`src/rtl/dram_dqs_pkg.sv`:
```
// -----------------------------------------------------------------------------
// dram_dqs_pkg
// Shared types and constants for the write-side DQS sequencer.
//   dqs_state_t   : sequencer phases (idle, write-latency wait, preamble,
//                   toggling burst, postamble)
//   DQS_BL4_CYC   : toggling cycles for a BL4 burst
//   DQS_BL8_CYC   : toggling cycles for a BL8 burst
//   DQS_LAT_W_DEF : default width of the write-latency field / down-counter
// -----------------------------------------------------------------------------
package dram_dqs_pkg;

   typedef enum logic [2:0] {
      S_IDLE  = 3'd0,
      S_WAIT  = 3'd1,
      S_PRE   = 3'd2,
      S_BURST = 3'd3,
      S_POST  = 3'd4
   } dqs_state_t;

   localparam int DQS_BL4_CYC   = 2;
   localparam int DQS_BL8_CYC   = 4;
   localparam int DQS_LAT_W_DEF = 3;

endpackage : dram_dqs_pkg

```
`src/rtl/dram_dqs_wr_seq.sv`:
```
// -----------------------------------------------------------------------------
// dram_dqs_wr_seq
// Write-side DQS sequencer for one DRAM byte lane. Turns accepted write-burst
// requests into the per-cycle drive-enable / toggle-enable pair consumed by the
// DQS pad edge logic: write-latency wait, one-cycle preamble, BL4/BL8 toggling
// burst, one-cycle postamble. A new request may be accepted in the postamble
// cycle so back-to-back bursts keep the strobe driven without a gap.
//
// Ports:
//   clk                      : sole clock
//   rst                      : asynchronous, active-high reset
//   wr_req                   : write-burst request, qualified by wr_rdy
//   wr_latency [LAT_W-1:0]   : wait cycles between accept and preamble
//   wr_bl8                   : 0 = BL4 (2 toggling cycles), 1 = BL8 (4)
//   dram_io_channel_disabled : aborts and blocks all activity
//   wr_rdy                   : request can be accepted this cycle (comb.)
//   dram_io_drive_enable     : DQS output enable (preamble, burst, postamble)
//   dram_io_drive_data       : DQS toggle enable (burst only)
//   wr_done                  : high during the postamble cycle of each burst
// -----------------------------------------------------------------------------
module dram_dqs_wr_seq
   import dram_dqs_pkg::*;
#(
   parameter int LAT_W = DQS_LAT_W_DEF
) (
   input  logic             clk,
   input  logic             rst,
   input  logic             wr_req,
   input  logic [LAT_W-1:0] wr_latency,
   input  logic             wr_bl8,
   input  logic             dram_io_channel_disabled,
   output logic             wr_rdy,
   output logic             dram_io_drive_enable,
   output logic             dram_io_drive_data,
   output logic             wr_done
);

   // Burst counter load values: the counter runs N-1 .. 0 across N cycles.
   localparam logic [LAT_W-1:0] BL4_LOAD = LAT_W'(DQS_BL4_CYC - 1);
   localparam logic [LAT_W-1:0] BL8_LOAD = LAT_W'(DQS_BL8_CYC - 1);

   dqs_state_t       state_q, state_d;
   logic [LAT_W-1:0] cnt_q,   cnt_d;
   logic             bl8_q,   bl8_d;
   logic             accept;

   // Ready only in IDLE or POST; POST acceptance is what allows gapless
   // back-to-back bursts.
   assign wr_rdy = ((state_q == S_IDLE) || (state_q == S_POST))
                   && !dram_io_channel_disabled;
   assign accept = wr_req && wr_rdy;

   // NOTE: state registers use non-blocking assignments so every flop samples
   // the pre-edge values of the others, independent of process ordering.
   always_ff @(posedge clk or posedge rst) begin
      if (rst) begin
         state_q <= S_IDLE;
         cnt_q   <= '0;
         bl8_q   <= 1'b0;
      end else begin
         state_q <= state_d;
         cnt_q   <= cnt_d;
         bl8_q   <= bl8_d;
      end
   end

   // NOTE: every variable driven here gets a default first so no path leaves
   // it unassigned, which would otherwise infer a latch.
   always_comb begin
      state_d = state_q;
      cnt_d   = cnt_q;
      bl8_d   = bl8_q;

      unique case (state_q)
         S_IDLE, S_POST: begin
            if (accept) begin
               bl8_d = wr_bl8;
               if (wr_latency != '0) begin
                  // Load L-1 so the WAIT phase lasts exactly L cycles.
                  state_d = S_WAIT;
                  cnt_d   = wr_latency - LAT_W'(1);
               end else begin
                  state_d = S_PRE;
               end
            end else begin
               state_d = S_IDLE;
            end
         end
         S_WAIT: begin
            if (cnt_q == '0) state_d = S_PRE;
            else             cnt_d   = cnt_q - LAT_W'(1);
         end
         S_PRE: begin
            state_d = S_BURST;
            cnt_d   = bl8_q ? BL8_LOAD : BL4_LOAD;
         end
         S_BURST: begin
            if (cnt_q == '0) state_d = S_POST;
            else             cnt_d   = cnt_q - LAT_W'(1);
         end
         default: begin
            state_d = S_IDLE;
            cnt_d   = '0;
         end
      endcase

      // Channel disable wins over everything, including a same-edge accept.
      if (dram_io_channel_disabled) begin
         state_d = S_IDLE;
         cnt_d   = '0;
      end
   end

   // Moore decode straight off the state register keeps the pad-side outputs
   // glitch-free and independent of the request inputs.
   assign dram_io_drive_enable = (state_q == S_PRE) || (state_q == S_BURST)
                                 || (state_q == S_POST);
   assign dram_io_drive_data   = (state_q == S_BURST);
   assign wr_done              = (state_q == S_POST);

endmodule : dram_dqs_wr_seq

```
`config.mk`:
```
export PLATFORM = sky130hd
export DESIGN_NAME = dram_dqs_wr_seq
export DESIGN_NICKNAME = d
export VERILOG_FILES = /design/src/rtl/dram_dqs_pkg.sv /design/src/rtl/dram_dqs_wr_seq.sv
export SDC_FILE = /design/constraint.sdc
export NUM_CORES = 1
export LEC_CHECK = 0
export BUFFER_PORTS_ARGS = -buffer_cell sky130_fd_sc_hd__buf_2
export CORE_MARGIN = 4
export CORE_UTILIZATION = 31
export CTS_CLUSTER_DIAMETER = 50
export DETAILED_ROUTE_END_ITERATION = 6
export MAX_ROUTING_LAYER = met4
export PLACE_DENSITY = 0.6
export SYNTH_ARGS = -nofsm -noshare
export SYNTH_HDL_FRONTEND = slang
export SYNTH_SLANG_ARGS = --single-unit
```
`constraint.sdc`:
```
create_clock -name clk -period 4.65 [get_ports clk]
set_clock_uncertainty 0.15 [all_clocks]
set_input_delay 0.6975 -clock clk [delete_from_list [all_inputs] [get_ports clk]]
set_output_delay 0.6975 -clock clk [all_outputs]
set_load 0.01 [all_outputs]
```
Word-level counts from Yosys, hierarchy flattened --
Index checks and enable logic that the tools add are counted.
Storage, ports and cells: flip-flop bits (word level) 7, output and inout bits 4
Cells by class: add/sub/neg operators 2, eq/ne operators 9, muxes and demuxes 12, reduce and logical (&&, ||, !) cells 14
Operators with widths (number):
- 3-bit two-way mux | 8
- 3-bit inequality test, second input constant | 4
- 3-bit one-hot mux with 4 select lines | 1
- 3-bit one-hot mux with 3 select lines | 1
- 3-bit by 2-bit == test with 1-bit output, second input constant | 2
- 3-bit zero test | 2
- 3-bit by 1-bit subtractor with 3-bit output, second input constant | 2
- 2-bit two-way mux | 2
- 2-bit AND reduction | 2
- 2-bit OR reduction | 2
- 3-bit by 1-bit == test with 1-bit output, second input constant | 1
- 3-bit == test, second input constant | 1
- 1-bit logical OR | 3
- 3-bit by 2-bit inequality test with 1-bit output, second input constant | 1
- 3-bit AND reduction | 1
- 3-bit nonzero test | 1
- 1-bit logical AND | 2
- 1-bit zero test | 1

Logic depth before layout (Yosys ltp) --
Gate-level depths: netlist of run 1.
depth after elaboration 7, depth in mapped cells 7

Worst setup path after synthesis of run 1 --
Ideal clock, no wire load.
path kind register to output, start register state_q[1], end output dram_io_drive_enable, required time 3.803 ns, path buffers 1, setup slack 2.743 ns, cell stages (with the launch flop) 4, arrival time 1.060 ns, cell sequence dfrtp_1 > buf_2 > nor3b_1 > or2_2
On the way: elaborated cells between the ends (all ways) 5
RTL lines:
- start: declaration | line dram_dqs_wr_seq.sv:42 | dqs_state_t state_q, state_d;
- start signal: assignment | line dram_dqs_wr_seq.sv:61 | state_q <= state_d;
- 3-bit == test
- net wr_done | line dram_dqs_wr_seq.sv:35 | output logic wr_done
- 1-bit logical OR | line dram_dqs_wr_seq.sv:117 | || (state_q == S_POST);
- end: declaration | line dram_dqs_wr_seq.sv:33 | output logic dram_io_drive_enable,
The timed path passes the listed nets, and every way through them passes these cells.

Worst setup path in the final report of run 1 --
start register state_q[1], end output dram_io_drive_data
On the way: word-level cells in the longest chain between the ends 1
RTL lines:
- 3-bit by 2-bit == test with 1-bit output | line dram_dqs_wr_seq.sv:118 | assign dram_io_drive_data = (state_q == S_BURST);
- end: declaration | line dram_dqs_wr_seq.sv:34 | output logic dram_io_drive_data,
Every way passes these cells.

==> impl_metrics.csv, run 1 <==
group,metric,value,unit
clock_tree,htree_levels,1,
timing,report.final.hold_viol_count,0,
worst_setup_path,r2r-end,"cnt_q[2]$_DFFE_PP0P_",
timing,period_needed,2250,ps
yosys,synth-seq-area-share,36.6,%
floorplan,core_area,1380,um2
grt,grt_max_degree,9,
routing,wl_per_cell,11.8,um
timing,setup_tns,0,ps
worst_setup_path,cp_max_fo,7,
placement,place.gp.congestion,0.849,
clock_tree,cts_resized,0,
pwr,p_per_area,568,nW/um2
yosys,synth_edf_count,0,
yosys,synth_top_cell_by_area,"dfrtp_1",
finish,fin_cells,78,
finish,drive_gt1_share,36.5,%
routing,first_pass_iters,4,
clock_tree,cts_tree,"yes",
routing,met3_length,63,um
yosys,synth_top_area_share,36.6,%
worst_setup_path,r2r_slack,3090,ps
yosys,netlist_area,478,um2
routing,drt-met1-wl,474,um
worst_setup_path,path_class,"reg2out",
clock_tree,postCtsHoldBufs,0,
worst_setup_path,crit_required,3800,ps
routing,highest_layer,"met4",
placement,io_buffer_count,11,
timing,final_max_slew_viol_count,0,
yosys,synth.most_common_cell,"dfrtp_1",
yosys,ys_seq_elements,7,
finish,fillers,132,
routing,wl,918,um
worst_setup_path,reg2reg_from,"state_q[0]$_DFFE_PP0P_",
yosys,synth_ff_type,"dfrtp_1",
flow_run,max_cap_violations,0,
clock_tree,postCtsSetupRepairBufs,0,
yosys,syn-num-nets,59,
floorplan,dieArea,2230,um2
clock_tree,cts.sinks,7,
finish,syn2layout_area_growth,17.5,%
routing,vias,404,
yosys,ys_types,28,
yosys,synth_common_cells,"dfrtp_1 (7), nand2_1 (5), nor2_1 (5)",
clock_tree,cts_buffers,3,
grt,antenna_found_initial,0,
worst_setup_path,end_kind,"output pin",
grt,grt_pass1_vias,379,
yosys,synthArstFlopShare,100,%
clock_tree,clk_path_buf_depth,2,
timing,slew_headroom,80.0,%
placement,preCtsSetupSlack,2570,ps
worst_setup_path,r2r_cells,6,
finish,nNetsFinal,73,
clock_tree,clkLatencyLatePin,250,ps
worst_setup_path,worstPathArrival,1400,ps
pwr,leakagePower,0.291,nW
worst_setup_path,crit_path_start_kind,"flop",
routing,wl_met2,350,um
timing,setup_slack,2400,ps
grt,grt-ovfl-total,0,
floorplan,die_x,47.3,um
yosys,synth_area_per_cell,9.56,um2
timing,tightest_slew,299,ps
finish,diodes,0,
floorplan,die_y,47.3,um
floorplan,start_util,34.6,%
yosys,synth_cells,50,
floorplan,io_pins,12,
timing,fmax,0.445,GHz
grt,grt_first_pass_wirelength,1630,um
floorplan,rows,13,
routing,drc,0,
yosys,synth_area_leaders,"dfrtp_1 (37%), mux2i_1 (6.3%), mux2_2 (4.7%), nand2_1 (3.9%), nor2_1 (3.9%)",
timing,finalSetupViolCount,0,
clock_tree,path_clk_slew,50,ps
routing,drtIter0Drc,9,
routing,antenna_left,0,
placement,dpl.hpwl,724,um
timing,rsz0062_at_grt,"no",
grt,track_usage,11.5,%
routing,vias_per_cell,5.18,
pwr,ir_drop,0.278,mV
clock_tree,cts_root_buf,"clkbuf_4",
yosys,ys_warn_count,0,
run_status,status,"finished, final reports clean",
worst_hold_path,holdCritPathClass,"in2async",
timing,min_period_over_period,48.4,%
placement,place_inst,74,
## cells by family (layout without fill, tap and decap cells)
group / count (synthesis) / after routing / share of synthesized area [%]
adder cells (fa/ha/maj): 1 / 1 / 2.62
multiplexers: 5 / 5 / 11.0
buffers and inverters: 4 / 17 / 4.97
AO/OA/AOI/OAI: 7 / 7 / 11.0
XOR/XNOR: 2 / 2 / 3.67
AND/OR/NAND/NOR: 24 / 24 / 30.1
flip-flops: 7 / 7 / 36.6
## worst max-delay path, cell delays in order, from the launching register on
cell and delay (ps):
dfrtp_1 490, nor2b_1 330, and2_2 200, buf_2 120
## through the flow
stage / utilization, % / power, mW / hold WS, ps / cell area [um2]
after floorplan: - / 0.238 / 329 / 478
after global placement: 38.7 / 0.267 / 353 / 536
after detailed placement: 38.7 / 0.264 / 354 / 536
after CTS: 40.6 / 0.323 / 214 / 562
after global routing: 40.6 / 0.350 / 230 / 562
final: 40.6 / 0.319 / 210 / 562
## area by class of cell
type | count | area [um2] | area share (%)
Tap cell | 15 | 18.8 | 3.34
Multi-Input combinational cell | 39 | 279 | 49.7
Clock buffer | 4 | 26.3 | 4.68
Sequential cell | 7 | 175 | 31.2
Timing Repair Buffer | 11 | 55.1 | 9.80
Inverter | 2 | 7.51 | 1.34
## registers in the layout, summed over array words and instances (netlist names)
register and cells:
state_q 3, cnt_q 3, bl8_q 1
## cells in the final DEF, fill, tap and decap left out, types with 2 or more instances in the layout
master and n:
buf_2 11, inv_1 2, nand3_1 3, o21ai_0 2, dfrtp_1 7, nand2_1 5, clkbuf_4 3, mux2i_1 3
nor2_1 5, mux2_2 2, and3_1 2
## power breakdown
group	leakage [nW]	internal, mW	switching (mW)
Sequential	0.0920	0.0850	0.0346
Clock	0.0150	0.0328	0.0226
Combinational	0.184	0.0736	0.0704
Total	0.291	0.191	0.128
## layer usage
layer / vias to the layer above / GRT usage [%]
met5: - / -
met4: 0 / 9.94
met3: 4 / 3.45
met2: 12 / 12.8
met1: 180 / 15.8
li1: 208 / -
## how the worst max path moves through the flow
stage / from / to / slack, ps / depth (start not counted)
finish: state_q[1]$_DFFE_PP0P_ / dram_io_drive_data / 2400 / 3
CTS: state_q[1]$_DFFE_PP0P_ / dram_io_drive_data / 2380 / 3
detailed placement: dram_io_channel_disabled / wr_rdy / 2570 / 3
global route: state_q[1]$_DFFE_PP0P_ / dram_io_drive_data / 2320 / 3
global placement: dram_io_channel_disabled / wr_rdy / 2580 / 3
floorplan: state_q[1]$_DFFE_PP0P_ / dram_io_drive_enable / 2740 / 3
(Power assumes the default switching activity.)
==> run 2: changes to the inputs <==
--- a/config.mk
+++ b/config.mk
@@ -11,7 +11,7 @@
 export CTS_CLUSTER_DIAMETER = 50
 export DETAILED_ROUTE_END_ITERATION = 6
 export MAX_ROUTING_LAYER = met4
-export PLACE_DENSITY = 0.6
+export PLACE_DENSITY = 0.62
 export SYNTH_ARGS = -nofsm -noshare
 export SYNTH_HDL_FRONTEND = slang
 export SYNTH_SLANG_ARGS = --single-unit
==> constraint.sdc (replaced) <==
create_clock -name clk -period 2 [get_ports clk]
set_clock_uncertainty 0.15 [all_clocks]
set_input_delay 0.3 -clock clk [delete_from_list [all_inputs] [get_ports clk]]
set_output_delay 0.3 -clock clk [all_outputs]
set_load 0.01 [all_outputs]
==> run 2 against run 1 <==
Net effect: final cell count grew 1.3%; clock power grew 120%; utilization grew 0.72 points; critical endpoint unchanged; largest cell class unchanged; largest power group unchanged; highest routed layer is now met3.
==> impl_metrics.csv, run 2 (same netlist as run 1, synthesis figures left out) <==
group,metric,value,unit
flow_run,max_cap_violations,0,
finish,stdcell_area,572,um2
floorplan,die_x,47.3,um
routing,first_pass_iters,4,
routing,antenna_left,0,
worst_setup_path,worstPathArrival,1380,ps
timing,final_max_slew_viol_count,0,
worst_setup_path,crit_required,1550,ps
timing,fmax,0.546,GHz
finish,fin_cells,79,
worst_setup_path,end_kind,"output pin",
clock_tree,clkLatencyLatePin,240,ps
placement,dpl.hpwl,760,um
pwr,ir_drop,0.544,mV
timing,report.final.hold_viol_count,0,
floorplan,die_y,47.3,um
routing,wl,900,um
worst_setup_path,path_cells,"nor2b_1 -> and2_2 -> buf_2",
finish,diodes,0,
timing,tightest_slew,307,ps
clock_tree,cts_buffers,3,
clock_tree,cts_resized,0,
timing,setup_tns,0,ps
timing,finalSetupViolCount,0,
grt,grt_first_pass_wirelength,1570,um
placement,preCtsSetupSlack,400,ps
placement,placedInstanceArea,536,um2
routing,vias,404,
worst_setup_path,path_class,"reg2out",
placement,place_inst,74,
timing,rsz0062_at_grt,"no",
floorplan,core_area,1380,um2
clock_tree,cts.sinks,7,
worst_setup_path,cpMaxStageDelayCell,"dfrtp_1",
grt,grt_pass1_vias,379,
floorplan,start_util,34.6,%
worst_setup_path,crit_path_start_kind,"flop",
finish,drive_gt1_share,35.9,%
pwr,p_per_area,1290,nW/um2
finish,final_common_cell,"buf_2",
grt,grt-ovfl-total,0,
timing,min_period_over_period,91.5,%
finish,final_cell_mix,"buf_2 (11), dfrtp_1 (7), nor2_1 (5), nand2_1 (5)",
run_status,status,"finished, final reports clean",
clock_tree,cts_root_buf,"clkbuf_4",
clock_tree,cts_tree,"yes",
routing,vias_per_cell,5.11,
clock_tree,clk_path_buf_depth,2,
worst_setup_path,path_buf_inv,1,
finish,reg_top3,"cnt_q x3, state_q x3, bl8_q x1",
grt,antenna_found_initial,0,
placement,place.gp.congestion,0.810,
floorplan,rows,13,
finish,nNetsFinal,74,
timing,setup_slack,169,ps
timing,slew_headroom,79.5,%
grt,track_usage,10.6,%
pwr,p_total,0.735,mW
routing,drc,0,
routing,drtIter0Drc,5,
pwr,leakagePower,0.295,nW
worst_setup_path,crit_family,"simple AND/OR/NAND/NOR gates",
floorplan,io_pins,12,
finish,syn2layout_area_growth,19.6,%
routing,wl_per_cell,11.4,um
worst_setup_path,cp_max_fo,7,
worst_setup_path,cpPeakStageDelay,490,ps
floorplan,dieArea,2230,um2
worst_hold_path,holdCritPathClass,"in2reg",
clock_tree,htree_levels,1,
placement,io_buffer_count,11,
timing,period_needed,1830,ps
clock_tree,path_clk_slew,50,ps
grt,grt_max_degree,9,
==> run 2: changes by cell type in the layout (fill, tap and decap cells not counted), sizes merged <==
cell | before | now
dlygate4sd3 | 0 | 1
==> run 2: cell type report <==
cell class | instances | area [um2]
repair buffers | 12 | 65.1
clock buffers | 4 | 26.3
fillers | 141 | 811
flip-flops and latches | 7 | 175
well taps | 15 | 18.8
inverters | 2 | 7.51
multi-input cells | 39 | 279
==> run 2: routing by layer <==
metal / GRT usage, % / share of wire (%) / wire length (um)
met3: 2.30 / 3.8 / 34
met5: - / 0 / 0
met2: 13.4 / 45 / 404
met1: 14.3 / 51 / 461
met4: 8.29 / 0 / 0
==> run 2: stage by stage <==
step | hold WS [ps] | utilization, %
floorplan | -46.6 | -
global placement | 88.8 | 38.7
detailed placement | 92.4 | 38.7
CTS | 131 | 41.4
global route | 121 | 41.4
finish | 141 | 41.4
==> run 2: final timing paths <==
check | start | to | slack, ps | cells past startpoint
max in group asynchronous | rst | cnt_q[1]$_DFFE_PP0P_ | 1130 | 3
min | wr_bl8 | bl8_q$_DFFE_PP0P_ | 140 | 2
min in group asynchronous | rst | state_q[0]$_DFFE_PP0P_ | 360 | 3
max reg2reg | state_q[0]$_DFFE_PP0P_ | cnt_q[2]$_DFFE_PP0P_ | 460 | 6
min reg2reg | bl8_q$_DFFE_PP0P_ | bl8_q$_DFFE_PP0P_ | 380 | 1
max | state_q[1]$_DFFE_PP0P_ | dram_io_drive_data | 170 | 3
==> run 2: repair_timing <==
action	4_1_cts	5_1_grt
buffers inserted	0	0
hold endpoints to repair	7	0
hold buffers	1	0
==> run 2: power by group <==
part           internal (mW)  switching, mW
combinational          0.172          0.166
sequential             0.198         0.0783
clock                 0.0757         0.0451
==> run 3: changes to the inputs <==
--- a/config.mk
+++ b/config.mk
@@ -12,6 +12,7 @@
 export DETAILED_ROUTE_END_ITERATION = 6
 export MAX_ROUTING_LAYER = met4
 export PLACE_DENSITY = 0.62
+export SETUP_SLACK_MARGIN = 0.5
 export SYNTH_ARGS = -nofsm -noshare
 export SYNTH_HDL_FRONTEND = slang
 export SYNTH_SLANG_ARGS = --single-unit
==> run 3 against run 2 <==
Net effect: die area is the same; design area grew 19%; final cell count grew 10%; count of clock-buffer cells in the layout is the same; hold slack lost 3.8 ps; combinational power grew 59%; critical path depth grew 1; critical endpoint is now dram_io_drive_enable; total power grew 28%; sequential cell count is the same.
==> impl_metrics.csv, run 3 (same netlist as run 1, synthesis figures left out) <==
group,metric,value,unit
finish,utilization,49.2,%
pwr,p_per_area,1380,nW/um2
pwr,p_comb_share,57.0,%
worst_hold_path,holdCritPathClass,"in2reg",
routing,wl,1330,um
clock_tree,clk_path_buf_depth,2,
routing,wl_per_cell,15.2,um
worst_hold_path,whs_path_depth,2,
worst_setup_path,crit_required,1550,ps
routing,drtIter0Drc,6,
timing,tightest_slew,285,ps
pwr,power.switching,0.361,mW
timing,setup_tns,0,ps
floorplan,core_area,1380,um2
floorplan,start_util,34.6,%
timing,period_needed,1660,ps
timing,report.final.hold_viol_count,0,
finish,drive_gt1_share,51.4,%
finish,multi_input_area,303,um2
pwr,internal_power,0.578,mW
worst_setup_path,crit_path_start_kind,"flop",
finish,reg_top3,"cnt_q x3, state_q x3, bl8_q x1",
worst_setup_path,crit_end,"dram_io_drive_enable",
placement,place.gp.congestion,0.815,
clock_tree,cts_buffers,3,
worst_setup_path,worstPathArrival,1210,ps
worst_setup_path,reg2reg_from,"state_q[0]$_DFFE_PP0P_",
run_status,status,"finished, final reports clean",
worst_setup_path,r2r_cells,5,
clock_tree,path_clk_slew,50,ps
clock_tree,cts_tree,"yes",
routing,vias_per_cell,5.44,
pwr,p_total,0.939,mW
timing,slew_headroom,80.7,%
floorplan,dieArea,2230,um2
clock_tree,cts_root_buf,"clkbuf_4",
placement,io_buffer_count,11,
timing,fmax,0.601,GHz
grt,grt-ovfl-total,0,
floorplan,rows,13,
clock_tree,cts.sinks,7,
worst_setup_path,r2r_slack,390,ps
finish,final_common_cell,"buf_2",
finish,regArea,179,um2
grt,antenna_found_initial,0,
worst_setup_path,startpoint,"state_q[1]$_DFFE_PP0P_",
worst_setup_path,end_kind,"output pin",
timing,min_period_over_period,83.1,%
clock_tree,htree_levels,1,
grt,grt_max_degree,9,
grt,track_usage,15.7,%
pwr,ir_drop,0.586,mV
timing,final_max_slew_viol_count,0,
timing,finalSetupViolCount,0,
timing,hold_ws,137,ps
floorplan,io_pins,12,
finish,nNetsFinal,82,
worst_setup_path,r2r-end,"state_q[1]$_DFFE_PP0P_",
pwr,clkPwrFrac,13.0,%
routing,first_pass_iters,7,
routing,antenna_left,0,
pwr,leakagePower,0.340,nW
routing,drc,0,
grt,grt_pass1_vias,525,
finish,diodes,0,
placement,dpl.hpwl,812,um
timing,rsz0062_at_grt,"yes",
worst_setup_path,cp_max_fo,3,
finish,syn2layout_area_growth,42.4,%
flow_run,max_cap_violations,0,
routing,vias,473,
finish,fillers,136,
grt,grt_first_pass_wirelength,2290,um
worst_setup_path,path_class,"reg2out",
pwr,seqPwrFrac,29.9,%
finish,final_cell_mix,"buf_2 (10), nor2_1 (5), buf_6 (5)",
floorplan,die_y,47.3,um
floorplan,die_x,47.3,um
pwr,switching_share,38.4,%
clock_tree,clkLatencyLatePin,240,ps
-- run 3: changes by cell type in the layout (fill, tap and decap cells not counted), sizes merged --
cell  before  now
buf       11   19
-- run 3: metrics by stage --
stage | cells | instance area, um2 | worst slack, ps
after floorplan | 50 | 483 | 513
after global placement | 74 | 541 | 387
after detailed placement | 74 | 541 | 378
after CTS | 87 | 667 | 337
after global routing | 87 | 681 | 281
final | 87 | 681 | 337
-- run 3: power groups by stage --
| stage | sequential [mW] | combinational, mW | clock, mW |
|---|---|---|---|
| floorplan | 0.245 | 0.311 | 0 |
| global placement | 0.281 | 0.341 | 0 |
| detailed placement | 0.283 | 0.342 | 0 |
| CTS | 0.273 | 0.502 | 0.131 |
| global route | 0.291 | 0.588 | 0.142 |
| finish | 0.281 | 0.536 | 0.123 |
-- run 3: critical path: stages, from the launching register on --
cell and delay (ps):
dfrtp_2 430, buf_6 130, nor3b_4 170, or2_4 140, buf_6 90
-- run 3: worst min path at each step --
stage	start	endpoint
final	wr_bl8	bl8_q$_DFFE_PP0P_
after floorplan	rst	bl8_q$_DFFE_PP0P_
after global placement	rst	bl8_q$_DFFE_PP0P_
after CTS	wr_bl8	bl8_q$_DFFE_PP0P_
after global routing	wr_bl8	bl8_q$_DFFE_PP0P_
after detailed placement	rst	bl8_q$_DFFE_PP0P_
-- run 3: metal layers --
metal | vias up | global-route usage (%) | share of wire, %
li1 | 225 | - | -
met1 | 215 | 16.6 | 42
met2 | 25 | 23.0 | 46
met3 | 8 | 4.21 | 6.9
met4 | 0 | 14.9 | 5.1
met5 | - | - | 0
-- run 3: final cells by class --
cell class	count	area share (%)
Inverter	2	1.10
Multi-Input combinational cell	39	44.5
Clock buffer	4	3.86
Sequential cell	7	26.3
Timing Repair Buffer	20	21.5
Tap cell	15	2.76
-- run 3: repair_timing --
item | in CTS | in global routing
setup buffers | 8 | 0
pin swaps | 2 | 0
hold buffers | 1 | 0
gates cloned | 0 | 0
endpoints found under the setup margin | 8 | 9
gates resized for setup | 10 | 3
hold endpoints to repair | 7 | 0
